$ cat config.mk
export PLATFORM = sky130hd
export DESIGN_NAME = inspection_sorter_flat
export DESIGN_NICKNAME = d
export VERILOG_FILES = /design/src/rtl/sorter_pkg.sv /design/src/rtl/inspection_sorter_if.sv /design/src/rtl/sat_counter.sv /design/src/rtl/inspection_sorter.sv /design/src/flat_wrapper.sv
export SDC_FILE = /design/constraint.sdc
export NUM_CORES = 1
export LEC_CHECK = 0
export BUFFER_PORTS_ARGS = -buffer_cell sky130_fd_sc_hd__buf_2
export CORE_UTILIZATION = 30
export DETAILED_ROUTE_END_ITERATION = 10
export HOLD_SLACK_MARGIN = 0.08
export PLACE_DENSITY = 0.48
export SYNTH_ARGS = -nofsm -noshare
export SYNTH_HDL_FRONTEND = slang
export SYNTH_SLANG_ARGS = --single-unit
$ cat constraint.sdc
create_clock -name clk -period 2.3 [get_ports clk]
set_input_delay 0.115 -clock clk [delete_from_list [all_inputs] [get_ports clk]]
set_output_delay 0.115 -clock clk [all_outputs]
set_load 0.02 [all_outputs]
$ cat src/rtl/sorter_pkg.sv
// sorter_pkg: sort states and inspection codes shared with the inspection FSM
package sorter_pkg;
    typedef enum logic [1:0] {so_IDLE = 2'd0, so_RUN = 2'd1, so_ACCEPT = 2'd2, so_REJECT = 2'd3} sort_state_t;
    localparam logic [1:0] E_NADA     = 2'b00;
    localparam logic [1:0] E_AVANZAR  = 2'b01;
    localparam logic [1:0] E_RECHAZO  = 2'b10;
    localparam logic [1:0] E_APROBADO = 2'b11;
    function automatic sort_state_t gate_of(input logic acc);
        return acc ? so_ACCEPT : so_REJECT;
    endfunction
endpackage

$ cat src/rtl/inspection_sorter_if.sv
// inspection_sorter_if: inspection code in, conveyor/diverter drives and statistics out
interface inspection_sorter_if #(parameter int CNT_W = 8);
    import sorter_pkg::*;
    logic [1:0]       E;
    logic             clear_counts;
    logic             motor;
    logic             gate_accept;
    logic             gate_reject;
    logic [CNT_W-1:0] approved_count;
    logic [CNT_W-1:0] rejected_count;
    logic             overrun;
    sort_state_t      so_current_state;
    modport master (output E, clear_counts,
                    input motor, gate_accept, gate_reject, approved_count, rejected_count, overrun, so_current_state);
    modport slave  (input E, clear_counts,
                    output motor, gate_accept, gate_reject, approved_count, rejected_count, overrun, so_current_state);
endinterface

$ cat src/rtl/sat_counter.sv
// sat_counter: up counter that sticks at all-ones, cleared by reset or clr
module sat_counter #(parameter int width = 8) (
    input  logic             clk,
    input  logic             reset,
    input  logic             inc,
    input  logic             clr,
    output logic [width-1:0] count
);
    always_ff @(posedge clk) begin
        if (!reset || clr) count <= '0;
        else if (inc && count != '1) count <= count + 1'b1;
    end
endmodule

$ cat src/rtl/inspection_sorter.sv
// inspection_sorter: conveyor FSM holding a diverter gate per verdict, one-deep verdict queue
module inspection_sorter import sorter_pkg::*; #(
    parameter int GATE_CYCLES = 4,
    parameter int CNT_W = 8
) (
    input logic clk,
    input logic reset,
    inspection_sorter_if.slave bus
);
    localparam logic [7:0] GATE_LOAD = 8'(GATE_CYCLES - 1);
    sort_state_t state, nxt;
    logic [7:0] timer, nxt_timer;
    logic pend_valid, pend_acc, nxt_pend_valid, nxt_pend_acc;
    logic verdict, v_acc, busy, drop, inc_a, inc_r;
    assign verdict = bus.E[1];
    assign v_acc = bus.E == E_APROBADO;
    assign busy = timer != 8'd0;
    assign drop = busy && pend_valid && verdict;
    assign inc_a = verdict && v_acc && !drop;
    assign inc_r = verdict && !v_acc && !drop;
    assign bus.so_current_state = state;
    always_comb begin
        nxt = state;
        nxt_timer = busy ? timer - 8'd1 : 8'd0;
        nxt_pend_valid = pend_valid;
        nxt_pend_acc = pend_acc;
        if (busy) begin
            if (verdict && !pend_valid) begin
                nxt_pend_valid = 1'b1;
                nxt_pend_acc = v_acc;
            end
        end else if (pend_valid) begin
            nxt = gate_of(pend_acc);
            nxt_timer = GATE_LOAD;
            nxt_pend_valid = verdict;
            nxt_pend_acc = v_acc;
        end else if (verdict) begin
            nxt = gate_of(v_acc);
            nxt_timer = GATE_LOAD;
        end else begin
            nxt = bus.E == E_AVANZAR ? so_RUN : so_IDLE;
        end
    end
    always_ff @(posedge clk) begin
        if (!reset) begin
            state <= so_IDLE;
            timer <= 8'd0;
            pend_valid <= 1'b0;
            pend_acc <= 1'b0;
            bus.motor <= 1'b0;
            bus.gate_accept <= 1'b0;
            bus.gate_reject <= 1'b0;
        end else begin
            state <= nxt;
            timer <= nxt_timer;
            pend_valid <= nxt_pend_valid;
            pend_acc <= nxt_pend_acc;
            bus.motor <= nxt != so_IDLE;
            bus.gate_accept <= nxt == so_ACCEPT;
            bus.gate_reject <= nxt == so_REJECT;
        end
    end
    always_ff @(posedge clk) begin
        if (!reset || bus.clear_counts) bus.overrun <= 1'b0;
        else if (drop) bus.overrun <= 1'b1;
    end
    sat_counter #(.width(CNT_W)) u_approved (
        .clk(clk), .reset(reset), .inc(inc_a), .clr(bus.clear_counts), .count(bus.approved_count)
    );
    sat_counter #(.width(CNT_W)) u_rejected (
        .clk(clk), .reset(reset), .inc(inc_r), .clr(bus.clear_counts), .count(bus.rejected_count)
    );
endmodule

$ cat src/flat_wrapper.sv
// flat-port wrapper written by rule: the top's interface ports become plain ports
module inspection_sorter_flat import sorter_pkg::*;
#(
    parameter int GATE_CYCLES = 4,
    parameter int CNT_W = 8
)
  (clk, reset, bus_E, bus_clear_counts, bus_motor, bus_gate_accept, bus_gate_reject, bus_approved_count, bus_rejected_count, bus_overrun, bus_so_current_state);
  inspection_sorter_if #(.CNT_W(CNT_W)) bus_i ();
  input logic clk;
  input logic reset;
  input wire logic [$bits(bus_i.E)-1:0] bus_E;
  input wire logic [$bits(bus_i.clear_counts)-1:0] bus_clear_counts;
  output wire logic [$bits(bus_i.motor)-1:0] bus_motor;
  output wire logic [$bits(bus_i.gate_accept)-1:0] bus_gate_accept;
  output wire logic [$bits(bus_i.gate_reject)-1:0] bus_gate_reject;
  output wire logic [$bits(bus_i.approved_count)-1:0] bus_approved_count;
  output wire logic [$bits(bus_i.rejected_count)-1:0] bus_rejected_count;
  output wire logic [$bits(bus_i.overrun)-1:0] bus_overrun;
  output wire logic [$bits(bus_i.so_current_state)-1:0] bus_so_current_state;
  assign bus_i.E = bus_E;
  assign bus_i.clear_counts = bus_clear_counts;
  assign bus_motor = bus_i.motor;
  assign bus_gate_accept = bus_i.gate_accept;
  assign bus_gate_reject = bus_i.gate_reject;
  assign bus_approved_count = bus_i.approved_count;
  assign bus_rejected_count = bus_i.rejected_count;
  assign bus_overrun = bus_i.overrun;
  assign bus_so_current_state = bus_i.so_current_state;
  inspection_sorter #(.GATE_CYCLES(GATE_CYCLES), .CNT_W(CNT_W)) u_core (.clk(clk), .reset(reset), .bus(bus_i));
endmodule
==> results.json <==
{
  "outcome": "finished, final reports clean",
  "rsz_0062_raised_after_global_routing": "no",
  "syn-instance-count": 181,
  "synth_area_um2": 1580,
  "hold_violations": 0,
  "critical_path.cell_chain": "inv_1 -> ha_1 -> or4b_4 -> nor2_1 -> mux2i_1 -> o21ai_0",
  "final_common_cell": "sky130_fd_sc_hd__dfxtp_1",
  "synth_ff_type": "sky130_fd_sc_hd__dfxtp_1",
  "share_of_the_clock_period_used_by_the_worst_path_after_layout": 0.867,
  "slowest_stage_cell_cp": "sky130_fd_sc_hd__or4b_4",
  "initial_core_util": 0.311,
  "most_frequent_cells_in_the_layout": "sky130_fd_sc_hd__dfxtp_1 (32), sky130_fd_sc_hd__buf_2 (26), sky130_fd_sc_hd__nor2_1 (21)",
  "detailedPlacementHpwl_um": 2560,
  "worstHoldPathType": "input pin to flop",
  "critical-path-max-stage-delay_ns": 0.52,
  "synth_enable_flop_cells": 0,
  "die_width_um": 74.5,
  "synth_top_area_share": 0.406,
  "worst_clock_skew_ns": 0.00557,
  "die_area_um2": 5550,
  "drt-pass1-iter-count": 4,
  "drt-total-wl_um": 3550,
  "clock_tree_from_tritoncts": "yes",
  "antenna_violations_before_repair": 0,
  "detailroute.via_count": 1461,
  "holdPathEnd": "u_core.u_rejected.count[5]",
  "r2r-end": "u_core.bus.motor",
  "maxSlewViolCount": 0,
  "globalRouteTotalUtil": 0.145,
  "worst-setup-path-type": "flop to flop",
  "place_inst": 276,
  "synth.ff_latch_count": 32,
  "ys_async_sr_fraction": 0,
  "finish.net_count": 224,
  "final_layout_size_suffix_gt1_frac": 0.196,
  "antenna_diode_count": 0,
  "timing.final.ws_setup_ns": 0.306,
  "worst_skew_pair_later_pin_latency_ns": 0.28,
  "cts_root_buf": "sky130_fd_sc_hd__clkbuf_8",
  "floorplan_die_height_um": 74.5,
  "layout.area.seq_um2": 641,
  "area_growth_pct": 19.4,
  "synth_area_leader_cell": "sky130_fd_sc_hd__dfxtp_1",
  "cts_sinks": 32,
  "fin_setup_tns_ns": 0,
  "globalplace.congestion": 0.732,
  "cts_hold_buffers": 0,
  "slew_headroom": 0.563,
  "min_delay_path_depth": 3,
  "post-cts-setup-buffer-count": 0,
  "grt-ovfl-total": 0,
  "multi_input_comb_area_um2": 886,
  "finalSetupViolCount": 0,
  "worstPathArrival_ns": 2.14,
  "detail_route.wl_per_cell_um": 12.5,
  "pre_cts_ws_ns": 0.330,
  "first_pass_grt_wire_length_um": 6110,
  "via_count_of_the_first_global_routing_pass": 1329,
  "max_cap_viol_count": 0,
  "hp-start": "bus_clear_counts",
  "worst-path-buf-inv": 1,
  "maximum_number_of_pins_on_one_net_before_global_route_repair": 17,
  "power.density_cell_area_nw_per_um2": 983,
  "ir_worst_vdd_v": 0.000611,
  "core_um2": 5070,
  "crit_family": "simple AND/OR/NAND/NOR gates",
  "numCtsBuffers": 5,
  "synthesis.yosys.warnings": 0,
  "timing.critical_path.fanout_max": 5,
  "via_per_inst": 5.14,
  "instances_no_fill": 284,
  "ctsHtreeMaxLevel": 2,
  "first_iter_violations": 44,
  "post_cts_resized": 0,
  "library_cells_used_by_synthesis": 46,
  "worst_ep_required_time_ns": 2.44,
  "rows": 26,
  "start_kind": "flop",
  "cts_max_path_buffers": 2,
  "worstMarginPinSlew_ns": 0.655,
  "worst-r2r-setup-slack_ns": 0.31,
  "syn-mean-instance-area_um2": 8.71,
  "leakagePower_nw": 0.768,
  "fillCellCount": 562,
  "port_buffers": 26,
  "rr_worst_depth": 6,
  "finalWorstPathRequiredPeriod_ns": 1.99,
  "startpoint_of_the_lowest_slack_register_to_register_path": "u_core.timer[0]",
  "num_io_pins": 27,
  "drt_drc_violations_left": 0,
  "detail-route-antenna-nets": 0,
  "synthTopCellsByArea": "sky130_fd_sc_hd__dfxtp_1 (41%), sky130_fd_sc_hd__a21oi_1 (5.1%), sky130_fd_sc_hd__nor2_1 (5.0%)",
  "clock.fmax_mhz": 502,
  "critical_path.endpoint_type": "flop",
  "synth_sequential_area_ratio": 0.406,
  "synth_nets": 192,
  "clkTransAtPathRegs_ns": 0.07
}
==> worst register-to-register path, cell delays in order, from the launching register on <==
cell	delay (ns)
sky130_fd_sc_hd__dfxtp_1	0.33
sky130_fd_sc_hd__inv_1	0.06
sky130_fd_sc_hd__ha_1	0.23
sky130_fd_sc_hd__or4b_4	0.52
sky130_fd_sc_hd__nor2_1	0.26
sky130_fd_sc_hd__mux2i_1	0.34
sky130_fd_sc_hd__o21ai_0	0.12
==> cell usage after synthesis, types with 4 or more instances <==
cell / count
sky130_fd_sc_hd__a21oi_1: 16
sky130_fd_sc_hd__ha_1: 6
sky130_fd_sc_hd__nand3_1: 6
sky130_fd_sc_hd__inv_1: 6
sky130_fd_sc_hd__nor2_1: 21
sky130_fd_sc_hd__o21ai_0: 13
sky130_fd_sc_hd__nand4_1: 5
sky130_fd_sc_hd__mux2i_1: 4
sky130_fd_sc_hd__or3_1: 6
sky130_fd_sc_hd__dfxtp_1: 32
sky130_fd_sc_hd__nand2_1: 13
==> power breakdown <==
part	internal [mW]	switching [mW]	leakage [nW]
logic	0.280	0.373	0.462
clock network	0.244	0.200	0.0455
registers	0.656	0.0972	0.261
==> metal layers <==
metal,vias to the layer above,wire [µm],global-route usage
met5,-,0,0
met4,0,57,0.0629
met3,6,150,0.0366
met2,26,1540,0.219
met1,682,1810,0.195
li1,747,-,-
==> worst max path at each step <==
stage / startpoint / to / slack [ns] / depth (start not counted)
after floorplan: u_core.timer[0] / u_core.bus.motor / 0.52 / 6
after global routing: u_core.timer[0] / u_core.u_rejected.count[7] / 0.11 / 7
after detailed placement: u_core.timer[0] / u_core.bus.motor / 0.33 / 6
final: u_core.timer[0] / u_core.bus.motor / 0.31 / 6
after CTS: u_core.timer[0] / u_core.bus.motor / 0.28 / 6
after global placement: u_core.timer[0] / u_core.bus.motor / 0.32 / 6
==> cell families after synthesis <==
logic type,count (synthesis),synth area share
multiplexers,4,0.0254
adder cells (fa/ha/maj),6,0.0476
AND/OR/NAND/NOR,71,0.247
flip-flops,32,0.406
XOR/XNOR,2,0.0111
buffers and inverters,11,0.0317
AO/OA/AOI/OAI,55,0.231
==> stage by stage <==
stage,utilization,area (µm²),power (mW),hold WS [ns]
after detailed placement,0.353,1790,1.42,0.450
after global routing,0.371,1880,2.00,0.176
after CTS,0.371,1880,1.88,0.145
after global placement,0.353,1790,1.42,0.446
after floorplan,-,1580,1.24,0.277
final,0.371,1880,1.85,0.149
==> sequential cells by signal, indices dropped and copies added (netlist names) <==
signal                       flops
u_core.bus.gate_accept           1
u_core.bus.gate_reject           1
u_core.bus.motor                 1
u_core.bus.overrun               1
u_core.bus.so_current_state      2
u_core.pend_acc                  1
u_core.pend_valid                1
u_core.timer                     8
u_core.u_approved.count          8
u_core.u_rejected.count          8
==> final cells by class <==
class	count	area share
Clock buffer	8	0.0478
Multi-Input combinational cell	138	0.470
Timing Repair Buffer	29	0.0811
Sequential cell	32	0.340
Tap cell	70	0.0465
Inverter	7	0.0140
Note: power is estimated with default switching activity, not from simulation.
